<file path="config.mk">
export PLATFORM = sky130hd
export DESIGN_NAME = fetch_unit
export DESIGN_NICKNAME = d
export VERILOG_FILES = /design/src/rtl/fetch_unit.sv
export SDC_FILE = /design/constraint.sdc
export NUM_CORES = 1
export LEC_CHECK = 0
export CAP_MARGIN = 25
export CORE_ASPECT_RATIO = 1.2
export CORE_MARGIN = 5
export CORE_UTILIZATION = 50
export DETAILED_ROUTE_END_ITERATION = 8
export GPL_ROUTABILITY_DRIVEN = 0
export MAX_ROUTING_LAYER = met4
export PLACE_DENSITY = 0.87
export RECOVER_POWER = 100
export REMOVE_ABC_BUFFERS = 1
export SETUP_SLACK_MARGIN = 0.02
export SYNTH_ARGS = -nofsm -noshare
export SYNTH_HDL_FRONTEND = slang
export SYNTH_SLANG_ARGS = --single-unit
</file>
<file path="constraint.sdc">
create_clock -name clk -period 6.6 [get_ports clk]
set_input_delay 0.66 -clock clk [delete_from_list [all_inputs] [get_ports clk]]
set_output_delay 0.66 -clock clk [all_outputs]
set_load 0.01 [all_outputs]
</file>
<file path="src/rtl/fetch_unit.sv">
// fetch_unit: single-outstanding instruction fetcher feeding a small
// in-order fetch queue. Redirects flush the queue and steer the PC; a
// response still in flight at redirect time is drained and dropped.
module fetch_unit #(
  parameter int              XLEN         = 32,
  parameter logic [XLEN-1:0] RESET_VECTOR = '0,
  parameter int              FQ_DEPTH     = 2
) (
  input  logic            clk,
  input  logic            reset,
  input  logic            redirect_valid,
  input  logic [XLEN-1:0] redirect_target,
  output logic            imem_req,
  output logic [XLEN-1:0] imem_addr,
  input  logic            imem_gnt,
  input  logic            imem_rvalid,
  input  logic [XLEN-1:0] imem_rdata,
  output logic            out_valid,
  input  logic            out_ready,
  output logic [XLEN-1:0] out_insn,
  output logic [XLEN-1:0] out_pc,
  output logic [XLEN-1:0] out_pc_plus4,
  output logic            misalign_err
);

  localparam int            AW      = (FQ_DEPTH > 1) ? $clog2(FQ_DEPTH) : 1;
  localparam logic [AW:0]   DEPTH_C = (AW+1)'(FQ_DEPTH);

  typedef enum logic [1:0] {S_IDLE, S_WAIT, S_DROP} state_t;

  typedef struct packed {
    logic [XLEN-1:0] pc;
    logic [XLEN-1:0] insn;
  } fq_entry_t;

  state_t          state;
  logic [XLEN-1:0] pc;
  logic [XLEN-1:0] pend_pc;
  fq_entry_t       fq [FQ_DEPTH];
  logic [AW-1:0]   wr_ptr, rd_ptr;
  logic [AW:0]     count;
  logic            grant, push, pop;

  // Request only when idle with room for the response; a redirect this
  // cycle withdraws the request so the stale PC is never granted.
  assign imem_req  = reset && (state == S_IDLE) && (count < DEPTH_C) && !redirect_valid;
  assign imem_addr = pc;
  assign grant     = imem_req && imem_gnt;

  // Redirect beats push and pop: the whole queue is discarded anyway.
  assign push = (state == S_WAIT) && imem_rvalid && !redirect_valid;
  assign pop  = out_valid && out_ready && !redirect_valid;

  assign out_valid    = (count != '0);
  assign out_pc       = fq[rd_ptr].pc;
  assign out_insn     = fq[rd_ptr].insn;
  assign out_pc_plus4 = out_pc + XLEN'(4);

  // Fetch FSM, PC and misalign flag; redirect overrides grant/response.
  always_ff @(posedge clk) begin
    if (!reset) begin
      state        <= S_IDLE;
      pc           <= RESET_VECTOR;
      pend_pc      <= '0;
      misalign_err <= 1'b0;
    end else begin
      misalign_err <= redirect_valid && (redirect_target[1:0] != 2'b00);
      if (redirect_valid) begin
        pc <= {redirect_target[XLEN-1:2], 2'b00};
        case (state)
          S_WAIT, S_DROP: state <= imem_rvalid ? S_IDLE : S_DROP;
          default:        state <= S_IDLE;
        endcase
      end else begin
        case (state)
          S_IDLE: if (grant) begin
            pend_pc <= pc;
            pc      <= pc + XLEN'(4);
            state   <= S_WAIT;
          end
          S_WAIT:  if (imem_rvalid) state <= S_IDLE;
          S_DROP:  if (imem_rvalid) state <= S_IDLE;
          default: state <= S_IDLE;
        endcase
      end
    end
  end

  // Queue pointers and occupancy; a flush simply rewinds both pointers.
  always_ff @(posedge clk) begin
    if (!reset || redirect_valid) begin
      wr_ptr <= '0;
      rd_ptr <= '0;
      count  <= '0;
    end else begin
      if (push) wr_ptr <= wr_ptr + 1'b1;
      if (pop)  rd_ptr <= rd_ptr + 1'b1;
      case ({push, pop})
        2'b10:   count <= count + 1'b1;
        2'b01:   count <= count - 1'b1;
        default: count <= count;
      endcase
    end
  end

  // Queue storage carries no reset; occupancy alone qualifies the head.
  always_ff @(posedge clk) begin
    if (reset && push) fq[wr_ptr] <= '{pc: pend_pc, insn: imem_rdata};
  end

endmodule

</file>
==> impl_metrics.yaml, run 1 <==
status:
  status: "complete, but fails checks"
  violations: "max-capacitance violations, max-slew violations"
die:
  start_util_pct: 50.35
  die-width_um: 128.5
  die-area_um2: 19540
  pin_count: 201
  die-height_um: 152.2
  rows: 52
  coreArea_um2: 16720
routing:
  drt-initial-drc-count: 540
  dr.pass1.iters: 5
  drc: 0
  viasPerCell: 5.577
  wire_per_inst_um: 18.05
  vias: 6330
  wl_mm: 20.49
  antenna_left: 0
clocking:
  clockBufferDepth: 2
  htree_levels: 4
  clk_pin_slew_ns: 0.07
  clk_latency_ns: 0.42
  cts_buffers: 17
  cts.sinks: 192
  ctsHoldBuffers: 0
  cts_resized: 0
  cts_tree: "yes"
  cts_root_buf: "clkbuf_16"
  post-cts-setup-buffers: 0
sta:
  fmax_ghz: 0.2040
  slew_headroom_pct: -11.29
  setup_viol: 0
  final_hold_viol_count: 0
  min_period_over_period_pct: 74.27
  fin_setup_tns_ns: 0
  skew_ns: 0.007526
  timing.hold.ws_ns: 0.4541
  fin_crit_ns: 4.902
  tightest_slew_ns: 1.669
  rsz0062_at_grt: "false"
  report.final.slew_viol_count: 166
synth:
  ys_warn_count: 0
  seq_area_frac_synth_pct: 60.40
  synth_compound_area_share_pct: 8.605
  muxShareOfSynthArea_pct: 7.921
  synth_xor_area_share_pct: 3.953
  syn_area_um2: 8419
  synthArstFlopShare_pct: 0
  synthCells: 725
  synth_edf_count: 124
  ys_ff_latch: 192
  avgSynthCellArea_um2: 11.61
  synth_ff_type: "edfxtp_1"
  synthSimpleGateAreaFrac_pct: 14.97
  synth_fa_ha_area_share_pct: 0.7431
  ys_types: 65
  synth_top_family_by_area: "simple AND/OR/NAND/NOR gates"
global_routing:
  gr-total-overflow: 0
  grt_pass1_wl_mm: 32.69
  top_usage_layer: "met2"
  grtUsageMet2_pct: 35.71
  use_met3_pct: 4.523
  met1_usage_pct: 26.06
  antenna_found_initial: 0
  grt_max_degree: 63
  grt_pass1_vias: 6249
  grt_usage_pct: 21.63
pwr:
  comb_power_share_pct: 5.3
  swShare_pct: 20.26
  p_per_area_nw_per_um2: 232.1
  intPower_uw: 2054
  p_leak_uw: 0.003982
  ir_worst_vdd_mv: 0.1720
  p_sw_uw: 521.8
  clkPwrFrac_pct: 43.6
  seqPwrFrac_pct: 51.0
  finalPower_uw: 2576
layout:
  fin_util_pct: 66.37
  final_cell_mix: "dlygate4sd3_1, edfxtp_1, nand2_1"
  fillers: 1278
  layout_commonest_cell: "dlygate4sd3_1"
  multi_input_area_um2: 3029
  diodes: 0
  seqCellArea_um2: 5089
  layout-drive-gt1-share_pct: 8.379
  area_growth_syn_to_layout_pct: 31.82
  fin_nets: 981
hold_path:
  hold_class: "reg -> reg"
  hold_start: "pend_pc[29]"
worst_setup_path:
  cp.arrival_ns: 4.93
  path_max_fanout: 62
  r2r-start: "state[1]"
  start_kind: "input port"
  cp.required_ns: 6.62
  end_kind: "flip-flop"
  critPathKind: "in -> reg"
  worstSetupStartpoint: "redirect_valid"
placed_design:
  dp_hpwl_mm: 14.42
  portBuffers: 194
flow_run:
  drv_cap: 3
[cells by family after synthesis]
kind of cell             count (synthesis)
AO/OA/AOI/OAI                          120
other                                    1
multiplexers                            60
AND/OR/NAND/NOR                        247
adder cells (fa/ha/maj)                  5
buffers and inverters                   62
XOR/XNOR                                38
flip-flops                             192
[worst max-delay path: stages]
cell           delay (ns)
dlygate4sd3_1        0.53
clkbuf_1             0.57
inv_1                0.18
clkbuf_1             0.97
nand2_1              0.41
nor3_1               0.26
clkbuf_2             1.23
[power groups by stage]
stage | logic (uW) | clock network (uW) | registers (uW)
after floorplan | 48.5 | 0 | 1340
after global placement | 143 | 0 | 1340
after detailed placement | 147 | 0 | 1340
after CTS | 148 | 1140 | 1310
after global routing | 149 | 1190 | 1320
final | 138 | 1120 | 1310
[final timing paths]
kind | end | slack (ns) | cells past startpoint
max reg2reg | imem_addr[2] | 3.09 | 8
max | fq[0][19] | 1.70 | 7
min | fq[0][61] | 0.45 | 0
min reg2reg | fq[0][61] | 0.45 | 0
[registers in the layout, summed over array words and instances, names as in the netlist, named ones only]
register and count:
pend_pc 30, misalign_err 1, imem_addr 30, fq 124, count 2, wr_ptr 1, state 2, rd_ptr 1
[layer usage]
layer | up-vias | wire (um)
met4 | 0 | 529
met1 | 3041 | 7994
met3 | 47 | 1192
met5 | - | 0
met2 | 226 | 10780
li1 | 3016 | -
[synth_stat cells, drive strengths merged (2+ instances only)]
cell	n	area, um^2
a2bb2oi	4	35.03
mux2	53	596.8
xor2	12	105.1
and2	4	25.02
dfxtp	68	1361
nor2b	2	12.51
nand4	14	102.6
a211oi	4	35.03
a21oi	58	290.3
edfxtp	124	3724
ha	5	62.56
nand2	110	425.4
nor4b	2	30.03
and3	7	45.05
or4	2	18.77
nand3b	4	42.54
mux2i	7	70.07
clkbuf	24	91.33
nor4	11	81.32
and4	6	55.05
xnor2	26	227.7
inv	16	60.06
o221ai	3	26.28
o22ai	4	25.02
nand3	21	110.1
a31oi	9	56.30
a32oi	4	35.03
buf	21	128.9
nor3b	2	15.01
nand2b	3	18.77
o211ai	3	22.52
nor3	18	90.09
o21ai	20	100.1
nor2	34	127.6
nand4b	4	35.03
[through the flow]
step / instances / instance area [um^2] / setup slack (ns)
finish: 1135 / 11100 / 1.698
CTS: 1135 / 11170 / 1.906
floorplan: 685 / 8218 / 0.4629
global placement: 1103 / 10510 / 2.471
global route: 1135 / 11100 / 1.407
detailed placement: 1103 / 10510 / 2.373
[final cells by class]
cell class	count	share of cell area, %
multi-input cells	476	27.29
repair buffers	202	17.86
well taps	216	2.435
clock inverters	11	1.545
flip-flops and latches	192	45.85
inverters	17	0.5750
clock buffers	21	4.442
Note: power is estimated with default switching activity, not from simulation.
==> run 2: changes to the inputs <==
clock period = 5.13 ns   (was 6.6 ns; I/O delays follow)
==> run 2 against run 1 <==
The flow still finishes with violations (max-capacitance violations, max-slew violations); non-clock buffer count is the same; sequential power increased by 29%; clock skew rose by 0.0032 ns; critical path depth decreased by 1; utilization shrank 0.082 points; critical path type unchanged; critical endpoint is now fq[0][28]; largest cell class unchanged.
==> impl_metrics.yaml, run 2 (synthesis results as in run 1) <==
flow_run:
  drv_cap: 3
clocking:
  clk_latency_ns: 0.42
  cts_resized: 0
  cts_buffers: 17
  ctsHoldBuffers: 0
  htree_levels: 4
  clk_pin_slew_ns: 0.06
  cts.sinks: 192
  post-cts-setup-buffers: 0
  clockBufferDepth: 2
  cts_tree: "yes"
  cts_root_buf: "clkbuf_16"
worst_setup_path:
  start_kind: "input port"
  critPathMaxStageDelay_ns: 1.23
  path_max_fanout: 62
  r2r-start: "state[0]"
  cp.arrival_ns: 4.21
  end_kind: "flip-flop"
  cpMaxStageDelayCell: "clkbuf_2"
  reg2reg_slack_ns: 1.77
  r2r_end: "imem_addr[17]"
  reg2reg_depth: 8
  cp.required_ns: 5.15
  path_cells: "dlygate4sd3_1 -> inv_1 -> clkbuf_1 -> nand2_1 -> nor3_1 -> clkbuf_2"
  critPathKind: "in -> reg"
die:
  start_util_pct: 50.35
  pin_count: 201
  die-height_um: 152.2
  die-area_um2: 19540
  coreArea_um2: 16720
  rows: 52
  die-width_um: 128.5
global_routing:
  grt_max_degree: 63
  grt_pass1_vias: 6211
  grt_pass1_wl_mm: 32.35
  grtUsageMet2_pct: 35.81
  gr-total-overflow: 0
  met1_usage_pct: 25.24
  antenna_found_initial: 0
  use_met3_pct: 3.366
  top_usage_layer: "met2"
  grt_usage_pct: 21.41
status:
  status: "complete, but fails checks"
  violations: "max-capacitance violations, max-slew violations"
routing:
  antenna_left: 0
  wire_per_inst_um: 17.72
  wl_mm: 20.11
  dr.pass1.iters: 5
  drt-initial-drc-count: 496
  drc: 0
  viasPerCell: 5.536
  vias: 6283
layout:
  layout-drive-gt1-share_pct: 8.487
  area_growth_syn_to_layout_pct: 31.65
  fin_nets: 981
  design_area_um2: 11080
  diodes: 0
  layout_commonest_cell: "dlygate4sd3_1"
  largest_register: "fq"
  fillers: 1242
  multi_input_area_um2: 3039
  seqCellArea_um2: 5089
  final_cell_mix: "dlygate4sd3_1, edfxtp_1, nand2_1"
  largest_reg_flops: 124
sta:
  tightest_slew_ns: 1.770
  final_hold_viol_count: 0
  fmax_ghz: 0.2383
  skew_ns: 0.01070
  fin_setup_tns_ns: 0
  report.final.slew_viol_count: 167
  rsz0062_at_grt: "false"
  slew_headroom_pct: -18.01
  setup_viol: 0
  min_period_over_period_pct: 81.80
  fin_crit_ns: 4.196
hold_path:
  worstHoldEndpoint: "fq[1][56]"
  hold_class: "reg -> reg"
  worstHoldPathCells: 0
  hold_start: "pend_pc[24]"
pwr:
  ir_worst_vdd_mv: 0.2185
  p_per_area_nw_per_um2: 293.1
  finalPower_uw: 3249
  p_leak_uw: 0.003956
placed_design:
  dp_hpwl_mm: 14.39
  portBuffers: 194
  placed_area_um2: 10500
[run 2: cell type report]
class                           count  share of cell area (%)
Sequential cell                   192                   45.91
Clock inverter                     11                   1.230
Tap cell                          216                   2.438
Timing Repair Buffer              202                   17.88
Clock buffer                       21                   4.549
Multi-Input combinational cell    476                   27.42
Inverter                           17                  0.5757
[run 2: how the worst max path moves through the flow]
stage	from	endpoint	slack (ns)	cells after the start
detailed placement	flip-flop	out_pc_plus4[31]	1.48	6
global route	redirect_valid	fq[0][40]	0.63	6
CTS	flip-flop	out_pc_plus4[31]	1.01	6
global placement	flip-flop	out_pc_plus4[31]	1.55	6
floorplan	redirect_valid	fq[0][0]	-0.86	3
finish	redirect_valid	fq[0][28]	0.93	6
[run 2: per-layer routing]
layer | wire [um] | up-vias
met2 | 10410 | 237
met3 | 1261 | 40
met1 | 7752 | 2997
met4 | 685 | 0
li1 | - | 3009
met5 | 0 | -
[run 2: worst max-delay path, delay by kind of cell]
family / cells / cell delay (ns)
buf+inv: 4 / 2.95
simple gates: 2 / 0.70
[run 2: where the power goes]
part,internal (uW),total (uW),switching (uW)
clock,815,1380,567
combinational,92.4,176,84.0
sequential,1660,1690,32.6
[run 2: stage by stage]
step | hold slack, ns | utilization [%] | std cells | setup slack, ns
floorplan | 0.4254 | - | 685 | -0.8601
global placement | 0.4303 | 62.79 | 1102 | 1.545
detailed placement | 0.4380 | 62.79 | 1102 | 1.479
CTS | 0.4538 | 66.62 | 1134 | 1.010
global route | 0.4773 | 66.29 | 1135 | 0.6340
finish | 0.4513 | 66.29 | 1135 | 0.9337
==> run 3: changes to the inputs <==
clock period = 4.21 ns   (was 5.13 ns; I/O delays follow)
==> run 3 against run 2 <==
The flow still finishes with violations (max-capacitance violations, max-slew violations); sequential power up 22%; highest routed layer unchanged; design area down 0.68%; utilization down 0.45 points; worst setup slack worse by 0.60 ns; worst hold slack better by 0.0062 ns; cell count up 0.26%; combinational power up 23%; sequential share of layout area up 0.31 points; critical path depth unchanged; clock skew up 0.00067 ns; non-clock buffer count up 3.
==> impl_metrics.yaml, run 3 (synthesis results as in run 1) <==
hold_path:
  hold_class: "reg -> reg"
sta:
  fin_setup_tns_ns: 0
  timing.hold.ws_ns: 0.4575
  min_period_over_period_pct: 91.98
  final_hold_viol_count: 0
  setup_viol: 0
  skew_ns: 0.01137
  report.final.slew_viol_count: 126
  fin_crit_ns: 3.872
  tightest_slew_ns: 1.598
  rsz0062_at_grt: "false"
  slew_headroom_pct: -6.525
  fmax_ghz: 0.2582
clocking:
  clockBufferDepth: 2
  cts_tree: "yes"
  cts_root_buf: "clkbuf_16"
  clk_latency_ns: 0.43
  cts_resized: 0
  clk_pin_slew_ns: 0.07
  cts.sinks: 192
  cts_buffers: 17
  ctsHoldBuffers: 0
  htree_levels: 4
  post-cts-setup-buffers: 0
routing:
  dr.pass1.iters: 5
  drt-initial-drc-count: 424
  viasPerCell: 5.511
  wl_mm: 20.42
  wire_per_inst_um: 17.94
  drc: 0
  antenna_left: 0
  vias: 6271
die:
  coreArea_um2: 16720
  rows: 52
  die-height_um: 152.2
  die-area_um2: 19540
  die-width_um: 128.5
  pin_count: 201
  start_util_pct: 50.35
worst_setup_path:
  cp.arrival_ns: 3.45
  critPathKind: "reg -> out"
  end_kind: "output pin"
  cp.required_ns: 3.79
  path_max_fanout: 36
  start_kind: "flip-flop"
layout:
  final_cell_mix: "dlygate4sd3_1, edfxtp_1, nand2_1"
  seqCellArea_um2: 5089
  fillers: 1288
  largest_reg_flops: 124
  area_growth_syn_to_layout_pct: 30.76
  largest_register: "fq"
  diodes: 0
  layout_commonest_cell: "dlygate4sd3_1"
  fin_nets: 984
  multi_input_area_um2: 3039
  layout-drive-gt1-share_pct: 9.002
global_routing:
  grt_usage_pct: 21.43
  grt_pass1_wl_mm: 32.53
  grt_max_degree: 71
  top_usage_layer: "met2"
  use_met3_pct: 3.436
  grt_pass1_vias: 6300
  antenna_found_initial: 0
  gr-total-overflow: 0
  met1_usage_pct: 24.31
  grtUsageMet2_pct: 36.88
status:
  status: "complete, but fails checks"
  violations: "max-capacitance violations, max-slew violations"
pwr:
  ir_worst_vdd_mv: 0.2626
  p_leak_uw: 0.003931
  p_per_area_nw_per_um2: 341.8
placed_design:
  portBuffers: 194
  dp_hpwl_mm: 14.60
flow_run:
  drv_cap: 2
==> run 3: path summary, 6_finish.rpt <==
check | from | end | slack (ns) | cells past startpoint
max | flip-flop | out_pc_plus4[28] | 0.34 | 6
min | pend_pc[24] | fq[1][56] | 0.46 | 0
max reg2reg | state[1] | imem_addr[11] | 1.01 | 8
min reg2reg | pend_pc[24] | fq[1][56] | 0.46 | 0
==> run 3: stage by stage <==
stage	total power, uW	util, %	std cells	area [um^2]	setup WS, ns
6_report	3763	65.84	1138	11010	0.3376
5_1_grt	3897	65.84	1138	11010	0.1168
4_1_cts	3807	66.36	1137	11100	0.04669
3_5_place_dp	2334	63.07	1105	10550	0.4961
3_3_place_gp	2327	63.07	1105	10550	0.5612
2_1_floorplan	2176	-	685	8218	-1.688
==> run 3: report_power, final <==
group / leakage, uW / internal, uW / switching [uW]
combinational: 0.00193 / 113 / 104
sequential: 0.00173 / 2020 / 39.4
clock: 0.000266 / 818 / 668
total: 0.00393 / 2950 / 811
==> run 3: metal layers <==
metal | vias up | part of all wire, %
met3 | 50 | 5.4
met4 | 0 | 3.3
met1 | 2958 | 39
met5 | - | 0
li1 | 3027 | -
met2 | 236 | 53
==> run 3: cell type report <==
class	count	share of cell area, %
Clock inverter	12	1.023
Timing Repair Buffer	205	18.15
Clock buffer	20	3.966
Sequential cell	192	46.22
Inverter	17	0.5796
Tap cell	216	2.455
Multi-Input combinational cell	476	27.61
==> run 3: critical path: stages (launching register included) <==
cell	delay, ns
dfxtp_4	0.60
nand3_2	0.11
a222oi_1	0.71
nand2_1	0.38
nor4_1	0.44
xor2_1	0.20
clkdlybuf4s50_1	0.57
